**src/rtl/echo_indication_output_pkg.sv**
```systemverilog
// Shared message layout for the echo indication path: width, tags and field offsets.
// Used by the output-side serializer and the matching input-side decoder.
package echo_indication_output_pkg;

    localparam int unsigned MsgWidth  = 96;
    localparam int unsigned TagWidth  = 32;

    localparam logic [TagWidth-1:0] TagHeard  = 32'd1;
    localparam logic [TagWidth-1:0] TagHeard2 = 32'd2;

    localparam int unsigned TagLsb       = 0;
    localparam int unsigned HeardMethLsb = 32;
    localparam int unsigned HeardVLsb    = 64;
    localparam int unsigned Heard2ALsb   = 32;
    localparam int unsigned Heard2BLsb   = 48;

    typedef logic [MsgWidth-1:0] msg_t;

    function automatic msg_t pack_heard(logic [31:0] meth, logic [31:0] v);
        msg_t m;
        m = '0;
        m[TagLsb +: TagWidth]  = TagHeard;
        m[HeardMethLsb +: 32]  = meth;
        m[HeardVLsb +: 32]     = v;
        return m;
    endfunction

    function automatic msg_t pack_heard2(logic [15:0] a, logic [15:0] b);
        msg_t m;
        m = '0;
        m[TagLsb +: TagWidth] = TagHeard2;
        m[Heard2ALsb +: 16]   = a;
        m[Heard2BLsb +: 16]   = b;
        return m;
    endfunction

endpackage

```
**src/rtl/msg_fifo.sv**
```systemverilog
// DEPTH-entry message FIFO with two ordered write ports (port 0 lands first) and one read port.
// No write-to-read bypass: a written entry becomes visible on rd_data the following cycle.
module msg_fifo
    import echo_indication_output_pkg::*;
#(
    parameter int unsigned DEPTH = 4
) (
    input  logic                     CLK,
    input  logic                     RST,
    input  logic                     wr0_en,
    input  msg_t                     wr0_data,
    input  logic                     wr1_en,
    input  msg_t                     wr1_data,
    input  logic                     rd_en,
    output msg_t                     rd_data,
    output logic [$clog2(DEPTH):0]   count
);

    localparam int unsigned PtrW = $clog2(DEPTH);
    localparam int unsigned CntW = PtrW + 1;

    msg_t            mem_q [DEPTH];
    logic [PtrW-1:0] wptr_q, rptr_q;
    logic [CntW-1:0] count_q;
    logic [PtrW-1:0] wr1_addr;
    logic [1:0]      n_wr;

    always_comb begin
        n_wr     = {1'b0, wr0_en} + {1'b0, wr1_en};
        // Port 1 follows port 0 when both write in the same cycle.
        wr1_addr = wptr_q + PtrW'(wr0_en);
        rd_data  = mem_q[rptr_q];
        count    = count_q;
    end

    always_ff @(posedge CLK) begin
        if (RST) begin
            wptr_q  <= '0;
            rptr_q  <= '0;
            count_q <= '0;
            for (int i = 0; i < DEPTH; i++) begin
                mem_q[i] <= '0;
            end
        end else begin
            if (wr0_en) begin
                mem_q[wptr_q] <= wr0_data;
            end
            if (wr1_en) begin
                mem_q[wr1_addr] <= wr1_data;
            end
            wptr_q <= wptr_q + PtrW'(n_wr);
            if (rd_en) begin
                rptr_q <= rptr_q + PtrW'(1);
            end
            count_q <= count_q + CntW'(n_wr) - CntW'(rd_en);
        end
    end

endmodule

```
**src/rtl/echo_indication_output.sv**
```systemverilog
// Serializes heard/heard2 indications into 96-bit messages and offers them on the pipe.
// RDY outputs depend only on the registered FIFO count, never on the ENA inputs.
module echo_indication_output
    import echo_indication_output_pkg::*;
#(
    parameter int unsigned DEPTH = 4
) (
    input  logic        CLK,
    input  logic        RST,
    input  logic        indication_heard__ENA,
    input  logic [31:0] indication_heard_meth,
    input  logic [31:0] indication_heard_v,
    output logic        indication_heard__RDY,
    input  logic        indication_heard2__ENA,
    input  logic [15:0] indication_heard2_a,
    input  logic [15:0] indication_heard2_b,
    output logic        indication_heard2__RDY,
    output logic        pipe_enq__ENA,
    output logic [95:0] pipe_enq_v,
    input  logic        pipe_enq__RDY
);

    localparam int unsigned CntW = $clog2(DEPTH) + 1;

    logic [CntW-1:0] count;
    msg_t            head;
    logic            heard_fire, heard2_fire;
    logic            wr0_en, wr1_en, rd_en;
    msg_t            wr0_data, wr1_data;

    always_comb begin
        // heard2 keeps one slot in reserve so both methods may fire together.
        indication_heard__RDY  = !RST && (count < CntW'(DEPTH));
        indication_heard2__RDY = !RST && (count < CntW'(DEPTH - 1));

        heard_fire  = indication_heard__ENA && indication_heard__RDY;
        heard2_fire = indication_heard2__ENA && indication_heard2__RDY;

        wr0_en   = heard_fire || heard2_fire;
        wr1_en   = heard_fire && heard2_fire;
        wr0_data = heard_fire ? pack_heard(indication_heard_meth, indication_heard_v)
                              : pack_heard2(indication_heard2_a, indication_heard2_b);
        wr1_data = pack_heard2(indication_heard2_a, indication_heard2_b);

        pipe_enq__ENA = !RST && (count != '0);
        pipe_enq_v    = RST ? '0 : head;
        rd_en         = pipe_enq__ENA && pipe_enq__RDY;
    end

    msg_fifo #(
        .DEPTH (DEPTH)
    ) u_msg_fifo (
        .CLK      (CLK),
        .RST      (RST),
        .wr0_en   (wr0_en),
        .wr0_data (wr0_data),
        .wr1_en   (wr1_en),
        .wr1_data (wr1_data),
        .rd_en    (rd_en),
        .rd_data  (head),
        .count    (count)
    );

endmodule

```
**config.mk**
```make
export PLATFORM = sky130hd
export DESIGN_NAME = echo_indication_output
export DESIGN_NICKNAME = d
export VERILOG_FILES = /design/src/rtl/echo_indication_output_pkg.sv /design/src/rtl/msg_fifo.sv /design/src/rtl/echo_indication_output.sv
export SDC_FILE = /design/constraint.sdc
export NUM_CORES = 1
export LEC_CHECK = 0
export CORE_AREA = 2 2 160 162
export DETAILED_ROUTE_END_ITERATION = 12
export DIE_AREA = 0 0 162 164
export PLACE_DENSITY = 0.87
export SYNTH_ARGS = -nofsm -noshare
export SYNTH_HDL_FRONTEND = slang
export SYNTH_SLANG_ARGS = --single-unit
```
**constraint.sdc**
```tcl
create_clock -name CLK -period 4.9 [get_ports CLK]
set_input_delay 0.98 -clock CLK [delete_from_list [all_inputs] [get_ports CLK]]
set_output_delay 0.98 -clock CLK [all_outputs]
set_load 0.02 [all_outputs]
```
**Word level (Yosys, flattened, before mapping)**

Memories as Yosys holds them, arrays and structs flattened. A register that Yosys moved wholly into a read port is not among the register bits.
Cells that the tools add are included.

- Input bits: 101
- Latch bits: 0
- Memory bits (writable): 384
- ROM bits: 0
- Output and inout bits: 99
- Bits in registers: 7
- Logic and storage cells: 42
- Memories: 1

Memory list:

| memory | words | width | read ports | clocked after memory_dff | wr ports | line | source |
|---|---|---|---|---|---|---|---|
| u_msg_fifo.mem_q | 4 | 96 | 1 | 1 | 4 | msg_fifo.sv:22 | `msg_t mem_q [DEPTH];` |

- Reductions and logical operators: 12
- Order comparisons: 2
- Equality and inequality tests: 0
- Multiply operators: 0
- Shift-type cells: 0
- Multiplexer cells: 18
- Bitwise operators: 0
- $add $sub $neg: 6
- Divide/modulo/power cells: 0

Operators by type and width:

| cell | count |
|---|---|
| two-way mux 96 bit | 4 |
| OR reduction 96 bit | 2 |
| two-way mux 1 bit | 10 |
| two-way mux 2 bit | 4 |
| logical AND 1 bit | 7 |
| adder 3 x 2 -> 3 bit | 1 |
| less-than comparator 3 x 2 -> 1 bit (second input constant) | 1 |
| less-than comparator 3 bit (second input constant) | 1 |
| nonzero test 3 bit | 1 |
| subtractor 3 x 1 -> 3 bit | 1 |
| adder 1 x 1 -> 2 bit | 1 |
| adder 2 x 1 -> 2 bit | 1 |
| adder 2 x 1 -> 2 bit (second input constant) | 1 |
| adder 2 bit | 1 |
| logical NOT 1 bit | 1 |
| logical OR 1 bit | 1 |

**Depth between registers and ports, before layout**

Gate-level depths: netlist of the first run.

- Word-level depth: 9
- Gate-level depth with buffers: 14
- Gate-level depth less buffers: 10

**Hierarchy**

A second synthesis of the first run with hierarchy kept.

- Cell total of the unflattened synthesis: 1697
- Area total of the unflattened synthesis: 21772.1 µm²

By module, submodules not included:

| module | cells each | area an instance (µm²) | sequential area each (µm²) | instances |
|---|---|---|---|---|
| msg_fifo | 1507 | 20432.1 | 11711.2 | 1 |
| echo_indication_output | 190 | 1340.0 | 0.0 | 1 |

**Worst setup path before layout of the first run**

Ideal clock, no wire load.

- Path kind: in2reg
- Start: input RST
- End: memory u_msg_fifo.mem_q[0][32] (netlist name) (enable)
- Stages on the path: 13
- Buffers on the path: 5
- Slack: -0.043 ns
- Arrival: 4.553 ns
- Data required time: 4.510 ns
- Path through: buf_6 buf_2 clkbuf_1 a211oi_1 nand2_1 ha_1 buf_2 inv_1 ha_1 or3b_2 clkbuf_1 nor2_1 or3_1

RTL lines:

| item | line | source |
|---|---|---|
| start, declared | echo_indication_output.sv:9 | `input logic RST,` |
| end, declared | msg_fifo.sv:22 |  |

==> results.json, run 1 <==
{
  "outcome": "finished clean",
  "max-vdd-ir-drop_mv": 0.237,
  "synth-seq-cells": 273,
  "grt_pass1_wl_mm": 59.8,
  "crit_chain": "clkdlybuf4s50_1 -> nor3b_2 -> inv_1 -> ha_1 -> inv_1 -> ha_1 -> or3b_2 -> nor2_2 -> or3_2",
  "crit_start": "indication_heard__ENA",
  "ys.warnings.count": 0,
  "synth_top_family_by_area": "compound AO/OA/AOI/OAI gates",
  "synth.most_common_cell": "nand3_1",
  "yosys_most_used_dff": "dfxtp_1",
  "worst_slack_ns": 0.953,
  "critPathArrivalTime_ns": 4.11,
  "finClkSkew_ns": 0.0190,
  "cp.required_ns": 5.06,
  "finalSetupViolCount": 0,
  "hp-class": "reg2reg",
  "synth_area_leaders": "edfxtp_1 29%, dfxtp_1 22%, mux4_2 11%, nand3_1 7.5%, a32o_1 7.2%",
  "core_um2": 24800,
  "synth-compound-area-share": 0.178,
  "finalSetupTns_ns": 0,
  "synthArstFlopShare": 0,
  "placementRows": 58,
  "yosys.area.top_type_share": 0.286,
  "dieArea_um2": 26600,
  "ys_seq_area_frac": 0.502,
  "worst_slew_pin_slew_ns": 1.15,
  "cts_buffers": 28,
  "crit_type": "in2reg",
  "endpoint_kind": "register",
  "cts_tree": "built",
  "crit_fanout": 32,
  "grt_antenna_before_repair": 2,
  "seq_area_um2": 6750,
  "clock_latency_ns": 0.54,
  "drtIter0Drc": 1693,
  "drt-wirelength-per-cell_um": 24.0,
  "drv_cap": 0,
  "hpwl_mm": 21.8,
  "vias": 11068,
  "area_growth_syn_to_layout_pct": 19.6,
  "track_usage": 0.284,
  "first_pass_iters": 6,
  "synth_area_um2": 13400,
  "hold_viol_final": 0,
  "ctsResizeCount": 0,
  "gp_congestion": 0.781,
  "gr-total-overflow": 0,
  "multi_input_area_um2": 6040,
  "wl_mm": 38.4,
  "power.density_nw_per_um2": 388,
  "cts_buffer_depth": 3,
  "port_buffers": 169,
  "initial_utilization": 0.541,
  "cts_root_buffer": "clkbuf_16",
  "cts_setup_buffers": 0,
  "max_slew_margin": 0.232,
  "cts.clk_slew.worst_paths_ns": 0.06,
  "routed_via_density": 6.93,
  "synth_simple_gate_area_frac": 0.128,
  "synth_xor_area_frac": 0.00531,
  "place_ws_ns": 0.433,
  "p_leak_uw": 0.00532,
  "postSynthAreaPerCell_um2": 11.7,
  "synth_mux_area_frac": 0.112,
  "cts_sinks": 273,
  "worst_r2r_startpoint": "u_msg_fifo.count[2]$_SDFF_PP0_",
  "period_needed_ns": 3.95,
  "cp-start-kind": "primary input",
  "fin_crit_sh": 0.806,
  "grt_pass1_vias": 10803,
  "cts_max_level": 1,
  "cts_hold_buf": 0,
  "fp.dieW_um": 162,
  "synthDistinctLibCells": 52,
  "layout-drive-gt1-share": 0.129,
  "synth_common_cells": "202 x nand3_1, 145 x dfxtp_1, 128 x edfxtp_1",
  "crit_slowest_cell": "or3_2",
  "drv_slew": 0,
  "synth_edf_count": 128,
  "crit_path_max_incr_delay_ns": 0.76,
  "grt_start_max_net_pins": 111,
  "ant_nets": 0,
  "synthCells": 1150,
  "nNetsFinal": 1360,
  "holdCritStartpoint": "u_msg_fifo.mem_q[0][71]$_SDFFE_PP0P_",
  "synthAdderAreaFrac": 0.00895,
  "fillers": 1857,
  "max_clock_freq_mhz": 253,
  "drc": 0,
  "io_pins": 200,
  "die_h_um": 164,
  "synth_area_leader_cell": "edfxtp_1",
  "rsz0062_at_grt": "false"
}
-- kinds of logic (layout without fill, tap and decap cells) --
logic type,after synthesis,in the layout
compound gates,305,305
xor+xnor,6,6
fa+ha+maj,9,9
buf+inv,171,259
flops,273,273
mux,68,68
other cells,1,31
simple gates,317,317
-- power by group --
group,total (uW),leakage [uW],internal [uW],switching (uW)
Clock,2040,0.000416,1170,867
Sequential,2760,0.00250,2580,177
Combinational,1440,0.00240,638,798
Total,6230,0.00532,4390,1840
-- registers in the layout (all words and copies together) (netlist names), named ones only --
signal	flops
u_msg_fifo.count	3
u_msg_fifo.mem_q	264
u_msg_fifo.rptr_q	2
u_msg_fifo.wptr_q	2
-- cell type report --
class,count,share of cell area
diodes,1,0.000156
flip-flops and latches,273,0.420
repair buffers,202,0.122
inverters,10,0.00249
clock buffers,37,0.0490
well taps,330,0.0257
clock inverters,10,0.00444
multi-input cells,735,0.376
-- critical path: cells and delay by family --
kind | cells | cell delay [ns]
adder cells (fa/ha/maj) | 2 | 0.82
buffers and inverters | 3 | 0.66
AND/OR/NAND/NOR | 4 | 1.62
-- stage by stage --
stage	hold slack, ns	instance area (um2)	instances	total power [uW]	util
2_1_floorplan	0.427	13500	1179	3660	-
3_3_place_gp	0.440	15200	1550	4170	0.613
3_5_place_dp	0.447	15200	1550	4210	0.613
4_1_cts	0.465	16100	1597	6220	0.647
5_1_grt	0.482	16100	1597	6440	0.647
6_report	0.464	16100	1598	6230	0.647
-- cells in the final DEF, fill, tap and decap left out, types with 3 or more instances in the layout --
cell type	netlist	layout
edfxtp_1	128	128
or3_2	0	3
xnor2_1	4	4
o22ai_1	6	6
dfxtp_1	145	143
buf_4	34	31
clkdlybuf4s50_1	0	168
o2bb2ai_1	26	26
a22o_1	32	32
nor2_1	11	8
conb_1	1	30
clkbuf_16	0	30
a211oi_4	1	3
ha_1	8	8
nor2_2	0	3
a32o_1	96	96
a21oi_1	100	100
nand2_1	14	14
inv_1	9	9
o211ai_1	26	26
and2_1	67	67
clkbuf_1	63	6
nand3_1	202	202
o22ai_4	0	3
clkinv_1	0	6
mux4_2	66	66
-- metal layers --
layer  share of wire  GRT usage  vias to the layer above
met4           0.024     0.0901                        4
met2            0.48      0.459                      954
met5         0.00078          0                        -
met1            0.36      0.387                     5352
met3            0.13     0.0621                       90
li1                -          -                     4668
-- worst paths after layout --
check | slack [ns] | cells past startpoint | end
worst max-delay path | 0.95 | 9 | u_msg_fifo.mem_q[2][54]$_DFFE_PP_
worst min-delay path | 0.46 | 2 | u_msg_fifo.mem_q[0][71]$_SDFFE_PP0P_
worst max register to register | 1.39 | 8 | u_msg_fifo.mem_q[2][54]$_DFFE_PP_
worst min register to register | 0.46 | 2 | u_msg_fifo.mem_q[0][71]$_SDFFE_PP0P_
(Power assumes the default switching activity.)
==> inputs of run 2 (changes only) <==
--- a/config.mk
+++ b/config.mk
@@ -5,10 +5,10 @@
 export SDC_FILE = /design/constraint.sdc
 export NUM_CORES = 1
 export LEC_CHECK = 0
-export CORE_AREA = 2 2 160 162
+export CORE_AREA = 2 2 169 171
 export DETAILED_ROUTE_END_ITERATION = 12
-export DIE_AREA = 0 0 162 164
-export PLACE_DENSITY = 0.87
+export DIE_AREA = 0 0 171 173
+export PLACE_DENSITY = 0.82
 export SYNTH_ARGS = -nofsm -noshare
 export SYNTH_HDL_FRONTEND = slang
 export SYNTH_SLANG_ARGS = --single-unit
==> constraint.sdc (replaced) <==
create_clock -name CLK -period 3.5 [get_ports CLK]
set_input_delay 0.7 -clock CLK [delete_from_list [all_inputs] [get_ports CLK]]
set_output_delay 0.7 -clock CLK [all_outputs]
set_load 0.02 [all_outputs]
==> run 2 against run 1 <==
Power rose by 45%. Routed wire length hardly changed. Count of clock-buffer cells in the layout rose by 4. Critical path type is now reg2out. Largest cell class unchanged. Largest power group unchanged. Highest routed layer unchanged.
==> results.json, run 2 (synthesized netlist as in run 1, its figures left out) <==
{
  "clock_latency_ns": 0.54,
  "crit_fanout": 14,
  "core_um2": 27600,
  "final_common_cell": "nand3_1",
  "finalSetupViolCount": 0,
  "cp-start-kind": "register",
  "track_usage": 0.251,
  "largest_register": "u_msg_fifo.mem_q",
  "drt-wirelength-per-cell_um": 22.9,
  "crit_slowest_cell": "mux4_2",
  "p_int_uw": 6390,
  "swShare": 0.291,
  "cp_top_family": "buffers and inverters",
  "die_h_um": 173,
  "outcome": "finished clean",
  "drc": 0,
  "drv_cap": 0,
  "placed_area_um2": 15700,
  "area_growth_syn_to_layout_pct": 24.0,
  "drv_slew": 0,
  "layout-drive-gt1-share": 0.154,
  "critPathArrivalTime_ns": 2.66,
  "worst_slew_pin_slew_ns": 1.12,
  "cts_setup_buffers": 0,
  "nNetsFinal": 1386,
  "vias": 10858,
  "period_needed_ns": 3.36,
  "grt_pass1_vias": 10689,
  "p_seq_frac": 0.419,
  "port_buffers": 169,
  "largest_register_ffs": 264,
  "cts_max_level": 1,
  "gp_congestion": 0.813,
  "placementRows": 61,
  "cts_buffer_depth": 3,
  "fin_crit_sh": 0.959,
  "cp.required_ns": 2.80,
  "hp-class": "reg2reg",
  "dieArea_um2": 29600,
  "crit_path_max_incr_delay_ns": 0.55,
  "grt_antenna_before_repair": 3,
  "ctsResizeCount": 0,
  "cts_tree": "built",
  "cts_buffers": 28,
  "max_slew_margin": 0.249,
  "io_pins": 200,
  "wl_mm": 38.4,
  "endpoint_kind": "output pin",
  "finalSetupTns_ns": 0,
  "ant_nets": 0,
  "place_ws_ns": -0.121,
  "cts_sinks": 273,
  "stdcell_area_um2": 16700,
  "routed_via_density": 6.48,
  "initial_utilization": 0.486,
  "p_sw_uw": 2620,
  "finClkSkew_ns": 0.00944,
  "worst_slack_ns": 0.144,
  "pwr-share-comb": 0.244,
  "gr-total-overflow": 0,
  "cts_root_buffer": "clkbuf_16",
  "rsz0062_at_grt": "false",
  "critical_path_buf_inv_count": 2,
  "power.density_nw_per_um2": 542,
  "hold_viol_final": 0,
  "layout_common_cells": "202 x nand3_1, 168 x clkdlybuf4s50_1, 143 x dfxtp_1, 128 x edfxtp_1, 100 x a21oi_1",
  "fp.dieW_um": 171,
  "clock_power_share": 0.337,
  "max_clock_freq_mhz": 298,
  "crit_chain": "buf_4 -> mux4_2 -> and2_1 -> clkdlybuf4s50_1",
  "cts_hold_buf": 0,
  "drtIter0Drc": 1453,
  "p_leak_uw": 0.00555,
  "hpwl_mm": 22.9,
  "grt_pass1_wl_mm": 59.1,
  "first_pass_iters": 5,
  "crit_type": "reg2out",
  "grt_start_max_net_pins": 95,
  "diodes": 0,
  "cts.clk_slew.worst_paths_ns": 0.06,
  "max-vdd-ir-drop_mv": 0.392
}
[run 2: worst reg2reg max path, cell delays in order, from the launching register on]
cell and delay (ns):
dfxtp_1 0.41, nor3b_2 0.26, inv_1 0.11, ha_2 0.24, or4b_1 0.58, a21oi_4 0.87
a32o_1 0.33
[run 2: worst paths after layout]
kind                                         from                                   end  slack (ns)  cells after the start
max                                      register                        pipe_enq_v[83]        0.14                      4
min          u_msg_fifo.mem_q[3][68]$_SDFFE_PP0N_  u_msg_fifo.mem_q[3][68]$_SDFFE_PP0N_        0.46                      2
max reg2reg        u_msg_fifo.count[2]$_SDFF_PP0_     u_msg_fifo.mem_q[1][52]$_DFFE_PP_        0.56                      6
min reg2reg  u_msg_fifo.mem_q[3][68]$_SDFFE_PP0N_  u_msg_fifo.mem_q[3][68]$_SDFFE_PP0N_        0.46                      2
[run 2: power groups by stage]
stage	logic, uW	registers (uW)	clock network, uW
floorplan	1430	3740	0
global placement	2150	3830	0
detailed placement	2180	3840	0
CTS	2200	3770	3050
global route	2340	3800	3180
finish	2200	3780	3040
[run 2: area by class of cell]
type	count	area (um2)
flip-flops and latches	273	6750
multi-input cells	735	6060
well taps	378	473
clock inverters	11	103
fillers	2161	11000
repair buffers	228	2380
clock buffers	41	832
inverters	10	46.3
[run 2: per-stage QoR]
stage	instances	utilization	hold WS (ns)	total power, uW
CTS	1676	0.603	0.458	9020
finish	1676	0.603	0.457	9020
floorplan	1179	-	0.427	5170
global route	1676	0.603	0.480	9320
global placement	1624	0.569	0.439	5970
detailed placement	1624	0.569	0.448	6020
[run 2: per-layer routing]
| layer | vias up | track usage | wire length [um] |
|---|---|---|---|
| li1 | 4720 | - | - |
| met1 | 5357 | 0.327 | 14100 |
| met2 | 694 | 0.417 | 19300 |
| met3 | 85 | 0.0542 | 4030 |
| met4 | 2 | 0.0816 | 978 |
| met5 | - | 0 | 13 |
==> inputs of run 3 (changes only) <==
--- a/config.mk
+++ b/config.mk
@@ -12,3 +12,4 @@
 export SYNTH_ARGS = -nofsm -noshare
 export SYNTH_HDL_FRONTEND = slang
 export SYNTH_SLANG_ARGS = --single-unit
+export TNS_END_PERCENT = 100
==> results of run 3 <==
Same layout as run 2: the final DEF is identical, and so are final timing and power.
